<file path="config.mk">
export PLATFORM = sky130hd
export DESIGN_NAME = fir_decim_buffer
export DESIGN_NICKNAME = d
export VERILOG_FILES = /design/src/rtl/fir_pkg.sv /design/src/rtl/fir_sync_fifo.sv /design/src/rtl/fir_decim_buffer.sv
export SDC_FILE = /design/constraint.sdc
export NUM_CORES = 1
export LEC_CHECK = 0
export CAP_MARGIN = 20
export CORE_MARGIN = 2
export CORE_UTILIZATION = 40
export CTS_CLUSTER_DIAMETER = 80
export DETAILED_ROUTE_END_ITERATION = 10
export PLACE_DENSITY = 0.63
export SLEW_MARGIN = 15
export SYNTH_ARGS = -nofsm -noshare
export SYNTH_HDL_FRONTEND = slang
export SYNTH_SLANG_ARGS = --single-unit
export TNS_END_PERCENT = 1
</file>
<file path="constraint.sdc">
create_clock -name clk -period 3.1 [get_ports clk]
set_clock_uncertainty 0.15 [all_clocks]
set_input_delay 0.93 -clock clk [delete_from_list [all_inputs] [get_ports clk]]
set_output_delay 0.93 -clock clk [all_outputs]
set_load 0.01 [all_outputs]
</file>
<file path="src/rtl/fir_pkg.sv">
`default_nettype none
// ============================================================================
// Module      : fir_pkg
// Description : Shared constants and helpers for the FIR filter chain
//               (FIR stage and the decimating output buffer).
// Revision    : 1.0 - initial release
// ============================================================================
package fir_pkg;

    // Native sample width of the FIR output stream.
    localparam int c_DATA_WIDTH = 8;

    // Default decimation factor applied after the FIR stage.
    localparam int c_DECIM = 4;

    // Ceiling log2, usable in constant expressions; fir_clog2(1) == 0.
    function automatic int fir_clog2(input int value);
        int result;
        int v;
        result = 0;
        v      = value - 1;
        while (v > 0) begin
            result = result + 1;
            v      = v >> 1;
        end
        return result;
    endfunction

endpackage
`default_nettype wire

</file>
<file path="src/rtl/fir_sync_fifo.sv">
`default_nettype none
// ============================================================================
// Module      : fir_sync_fifo
// Description : Single-clock show-ahead FIFO. A push into a full FIFO is
//               dropped (and flagged on o_drop) unless a pop happens on the
//               same edge, in which case both take place.
// Revision    : 1.0 - initial release
// ============================================================================
module fir_sync_fifo
    import fir_pkg::*;
#(
    parameter int DATA_WIDTH = c_DATA_WIDTH,
    parameter int DEPTH      = 8
) (
    input  logic                         clk,
    input  logic                         rst,
    input  logic                         i_flush,
    input  logic                         i_push,
    input  logic [DATA_WIDTH-1:0]        i_data,
    input  logic                         i_pop,
    output logic [DATA_WIDTH-1:0]        o_data,
    output logic                         o_valid,
    output logic [fir_clog2(DEPTH):0]    o_level,
    output logic                         o_drop
);

    localparam int c_AW = fir_clog2(DEPTH);
    localparam int c_LW = c_AW + 1;

    logic [DATA_WIDTH-1:0] r_mem [DEPTH];
    logic [c_AW-1:0]       r_wr_ptr;
    logic [c_AW-1:0]       r_rd_ptr;
    logic [c_LW-1:0]       r_level;
    logic [c_AW-1:0]       w_wr_ptr_nxt;
    logic [c_AW-1:0]       w_rd_ptr_nxt;
    logic [c_LW-1:0]       w_level_nxt;
    logic                  w_full;
    logic                  w_empty;
    logic                  w_rd;
    logic                  w_wr;

    assign w_full  = (r_level == c_LW'(DEPTH));
    assign w_empty = (r_level == '0);
    // A pop request while empty is meaningless and ignored.
    assign w_rd    = i_pop & ~w_empty & ~i_flush;
    // When full, the write lands in the slot being vacated by a same-edge pop.
    assign w_wr    = i_push & ~i_flush & (~w_full | w_rd);
    assign o_drop  = i_push & ~i_flush & w_full & ~w_rd;

    assign o_valid = ~w_empty;
    assign o_level = r_level;
    assign o_data  = w_empty ? '0 : r_mem[r_rd_ptr];

    // Next pointer/level values; flush empties the FIFO without touching storage.
    always_comb begin
        w_wr_ptr_nxt = r_wr_ptr;
        w_rd_ptr_nxt = r_rd_ptr;
        w_level_nxt  = r_level;
        if (i_flush) begin
            w_wr_ptr_nxt = '0;
            w_rd_ptr_nxt = '0;
            w_level_nxt  = '0;
        end else begin
            if (w_wr) w_wr_ptr_nxt = r_wr_ptr + c_AW'(1);
            if (w_rd) w_rd_ptr_nxt = r_rd_ptr + c_AW'(1);
            if (w_wr && !w_rd)      w_level_nxt = r_level + c_LW'(1);
            else if (!w_wr && w_rd) w_level_nxt = r_level - c_LW'(1);
        end
    end

    // Pointer and occupancy registers.
    always_ff @(posedge clk) begin
        if (rst) begin
            r_wr_ptr <= '0;
            r_rd_ptr <= '0;
            r_level  <= '0;
        end else begin
            r_wr_ptr <= w_wr_ptr_nxt;
            r_rd_ptr <= w_rd_ptr_nxt;
            r_level  <= w_level_nxt;
        end
    end

    // Sample storage; contents are only meaningful between the pointers.
    always_ff @(posedge clk) begin
        if (w_wr) r_mem[r_wr_ptr] <= i_data;
    end

endmodule
`default_nettype wire

</file>
<file path="src/rtl/fir_decim_buffer.sv">
`default_nettype none
// ============================================================================
// Module      : fir_decim_buffer
// Description : Decimates the FIR output stream by DECIM, buffers the result
//               in a small FIFO and hands it downstream over valid/ready.
//               Samples lost to a full FIFO are counted (saturating).
//               Build option FIR_DECIM_AVG_EN: push the boxcar average of each
//               group instead of its last sample.
// Revision    : 1.0 - initial release
// ============================================================================
module fir_decim_buffer
    import fir_pkg::*;
#(
    parameter int DATA_WIDTH = c_DATA_WIDTH,
    parameter int DECIM      = c_DECIM,
    parameter int FIFO_DEPTH = 8,
    parameter int CNT_WIDTH  = 16
) (
    input  logic                            clk,
    input  logic                            rst,
    input  logic                            in_en,
    input  logic [DATA_WIDTH-1:0]           y_in,
    input  logic                            flush,
    output logic [DATA_WIDTH-1:0]           out_data,
    output logic                            out_valid,
    input  logic                            out_ready,
    output logic [fir_clog2(FIFO_DEPTH):0]  fifo_level,
    output logic [CNT_WIDTH-1:0]            overflow_cnt
);

    localparam int c_DEC_SH = fir_clog2(DECIM);
    // Keep at least one phase bit so DECIM=1 still has a legal vector.
    localparam int c_PH_W   = (c_DEC_SH < 1) ? 1 : c_DEC_SH;

    logic [c_PH_W-1:0]     r_phase;
    logic [c_PH_W-1:0]     w_phase_nxt;
    logic [CNT_WIDTH-1:0]  r_ovf_cnt;
    logic [CNT_WIDTH-1:0]  w_ovf_cnt_nxt;
    logic                  w_dec_push;
    logic                  w_push;
    logic                  w_pop;
    logic                  w_drop;
    logic [DATA_WIDTH-1:0] w_push_data;

    assign w_dec_push = in_en & (r_phase == c_PH_W'(DECIM - 1));
    // A decimation strobe landing on a flush belongs to discarded history.
    assign w_push     = w_dec_push & ~flush;
    assign w_pop      = out_valid & out_ready;

    // Phase advances per accepted input sample and wraps at the group end.
    always_comb begin
        w_phase_nxt = r_phase;
        if (flush)           w_phase_nxt = '0;
        else if (w_dec_push) w_phase_nxt = '0;
        else if (in_en)      w_phase_nxt = r_phase + c_PH_W'(1);
    end

    // Phase register.
    always_ff @(posedge clk) begin
        if (rst) r_phase <= '0;
        else     r_phase <= w_phase_nxt;
    end

`ifdef FIR_DECIM_AVG_EN
    localparam int c_ACC_W = DATA_WIDTH + c_DEC_SH;

    logic [c_ACC_W-1:0] r_acc;
    logic [c_ACC_W-1:0] w_acc_nxt;
    logic [c_ACC_W-1:0] w_acc_sum;

    // Running group sum including the current sample; wide enough for DECIM full-scale inputs.
    always_comb begin
        w_acc_sum = r_acc + c_ACC_W'(y_in);
        w_acc_nxt = r_acc;
        if (flush || w_dec_push) w_acc_nxt = '0;
        else if (in_en)          w_acc_nxt = w_acc_sum;
    end

    // Accumulator register.
    always_ff @(posedge clk) begin
        if (rst) r_acc <= '0;
        else     r_acc <= w_acc_nxt;
    end

    // Divide by the power-of-two group size, truncating.
    assign w_push_data = DATA_WIDTH'(w_acc_sum >> c_DEC_SH);
`else
    // Pick mode: the last sample of each group is kept.
    assign w_push_data = y_in;
`endif

    // Saturating count of samples lost to a full FIFO; survives flush.
    always_comb begin
        w_ovf_cnt_nxt = r_ovf_cnt;
        if (w_drop && (r_ovf_cnt != '1)) w_ovf_cnt_nxt = r_ovf_cnt + CNT_WIDTH'(1);
    end

    // Overflow counter register.
    always_ff @(posedge clk) begin
        if (rst) r_ovf_cnt <= '0;
        else     r_ovf_cnt <= w_ovf_cnt_nxt;
    end

    assign overflow_cnt = r_ovf_cnt;

    fir_sync_fifo #(
        .DATA_WIDTH (DATA_WIDTH),
        .DEPTH      (FIFO_DEPTH)
    ) u_fifo (
        .clk     (clk),
        .rst     (rst),
        .i_flush (flush),
        .i_push  (w_push),
        .i_data  (w_push_data),
        .i_pop   (w_pop),
        .o_data  (out_data),
        .o_valid (out_valid),
        .o_level (fifo_level),
        .o_drop  (w_drop)
    );

endmodule
`default_nettype wire

</file>
==> results_dict.tcl <==
set metrics [dict create \
    area_growth_pct 24.7 \
    gr-total-overflow 0 \
    grt_start_max_net_pins 27 \
    peakVddDrop_v 0.000207 \
    required_ps 3200 \
    wirelength_mm 8.26 \
    yosysSeqAreaShare 0.616 \
    drive_gt1_frac 0.221 \
    powerDensity_nw_per_um2 429 \
    num_rows 37 \
    timing_worst_slew_pin_value_ps 359 \
    rr_startpoint "u_fifo.o_level[0]" \
    cts_root_buf "clkbuf_8" \
    place_inst 487 \
    status "finished clean" \
    yosysUniqueCellTypes 46 \
    antenna_found_initial 0 \
    io_buffers 41 \
    leakagePower_nw 1.74 \
    seqCellArea_sq_um 2540 \
    syn_inst 296 \
    worstHoldStart "r_phase[1]" \
    min_period_ps 3050 \
    maxCapViolCount 0 \
    via_per_inst 5.21 \
    yosys_warnings 0 \
    first_pass_iters 4 \
    fmax_mhz 328 \
    cp-start-kind "input pin" \
    grt_pass1_vias 2559 \
    clockBufferDepth 2 \
    postCtsHoldBufs 0 \
    worst_setup_path_end_kind "flop" \
    drc 0 \
    fin_total_pwr_mw 2.21 \
    grt_usage 0.152 \
    crit_type "in -> reg" \
    cts_htree_levels 3 \
    dieArea_sq_um 11100 \
    ys_seq_elements 95 \
    crit_fanout 2 \
    coreArea_sq_um 10200 \
    arrival_ps 3150 \
    startpoint "in_en" \
    synth.net_count 317 \
    cts.sinks 95 \
    die_y_microns 106 \
    layout_common_cells "edfxtp_1 (64), nor2_1 (35), clkdlybuf4s50_1 (32)" \
    synth_area_sq_um 4130 \
    fin_crit_sh 0.984 \
    n_antenna_cell 0 \
    vias 2641 \
    avgSynthCellArea_sq_um 13.9 \
    clock_latency_ps 350 \
    nets 387 \
    drt.antenna.violating_nets 0 \
    setup_viol 0 \
    cts_tree "built" \
    path_clk_slew_ps 90 \
    min_path_type "reg -> reg" \
    final_cells 507 \
    slew_violations 0 \
    initial_core_util 0.405 \
    cts_made_buffers 9 \
    post_drt_wl_per_cell_microns 16.3 \
    max_slew_margin 0.759 \
    dpl.hpwl_mm 5.25 \
    fin_setup_tns_ps 0 \
    grt_pass1_wl_mm 13.1 \
    layout_commonest_cell "edfxtp_1" \
    fill_cells 919 \
    holdWs_ps 341 \
    drt_iter0_drc 124 \
    multi_input_area_sq_um 1530 \
    pin_count 42 \
    place.gp.congestion 0.760 \
    hold_viol 0 \
    dieWidth_microns 106 \
]
## worst paths after layout
path / slack, ps / to / cells past startpoint
min reg2reg: 340 / r_phase[1] / 2
max reg2reg: 380 / u_fifo.o_level[3] / 10
min: 340 / r_phase[1] / 2
max: 50 / u_fifo.o_level[3] / 10
## worst max-delay path: stages
cell and delay (ps):
clkdlybuf4s50_1 470, and3b_1 180, a21boi_4 200, ha_2 200, inv_1 60, ha_1 260
a21o_1 180, a21oi_2 120, mux2i_1 200, mux2_2 340
## final cells by class
class                           instances  area share
Tap cell                              136      0.0331
Inverter                                8     0.00584
Multi-Input combinational cell        180       0.297
Sequential cell                        95       0.494
Clock inverter                          6      0.0136
Timing Repair Buffer                   72       0.132
Clock buffer                           10      0.0248
## registers in the layout, summed over array words and instances, names as in the netlist, named ones only
register,flops
u_fifo.o_level,4
u_fifo.r_rd_ptr,3
overflow_cnt,16
u_fifo.r_wr_ptr,3
u_fifo.r_mem,64
r_phase,2
## layer usage
layer / global-route usage / routed length [microns] / vias up
li1: - / - / 1267
met1: 0.208 / 3770 / 1310
met2: 0.247 / 4150 / 57
met3: 0.0235 / 289 / 7
met4: 0.0536 / 52 / 0
met5: 0 / 0 / -
## synth_stat cells, drive strengths merged
cell / number / area, sq um
edfxtp: 64 / 1920
nor2: 35 / 131
dfxtp: 31 / 621
mux4: 16 / 360
a21oi: 12 / 60.1
mux2i: 12 / 120
nand2: 11 / 41.3
nand3: 10 / 55.1
buf: 8 / 42.5
inv: 8 / 30.0
nor2b: 8 / 50.1
nor4: 8 / 71.3
ha: 7 / 87.6
mux2: 7 / 78.8
nand2b: 6 / 37.5
o31ai: 6 / 45.0
or4: 6 / 45.0
clkbuf: 5 / 18.8
nand4: 4 / 31.3
xor2: 4 / 35.0
nor3: 3 / 15.0
nor4b: 3 / 53.8
or3: 3 / 18.8
a211oi: 2 / 15.0
and4: 2 / 17.5
o21ai: 2 / 10.0
or2: 2 / 12.5
a21boi: 1 / 7.51
a21o: 1 / 7.51
and3: 1 / 6.26
and3b: 1 / 8.76
fa: 1 / 20.0
nand3b: 1 / 7.51
nor3b: 1 / 7.51
o211ai: 1 / 7.51
o41ai: 1 / 8.76
or4b: 1 / 10.0
xnor2: 1 / 8.76
## where the power goes
group          total (mW)  internal [mW]  switching, mW
Sequential           1.35           1.35       0.000717
Combinational      0.0481         0.0233         0.0249
Clock               0.812          0.380          0.432
## per-stage QoR
| step | worst slack (ps) | util | area (sq um) |
|---|---|---|---|
| floorplan | 27.7 | - | 4130 |
| detailed placement | -321 | 0.479 | 4880 |
| global route | -41.7 | 0.505 | 5150 |
| CTS | 64.1 | 0.498 | 5070 |
| global placement | -284 | 0.479 | 4880 |
| finish | 49.9 | 0.505 | 5150 |
## kinds of logic (layout without fill, tap and decap cells)
logic type,after synthesis,in the layout,share of synthesized area
AO/OA/AOI/OAI,26,26,0.0391
XOR/XNOR,5,5,0.0106
adder cells (fa/ha/maj),8,8,0.0261
buffers and inverters,21,96,0.0221
flip-flops,95,95,0.616
multiplexers,35,35,0.136
AND/OR/NAND/NOR,106,106,0.150
## repair_timing
item                       in CTS  in global routing
setup endpoints to repair       8                  2
buffers inserted                0                  3
pin swaps                       0                  3
gates resized for setup        10                  5
cloned                          0                  1
(Power assumes the default switching activity.)
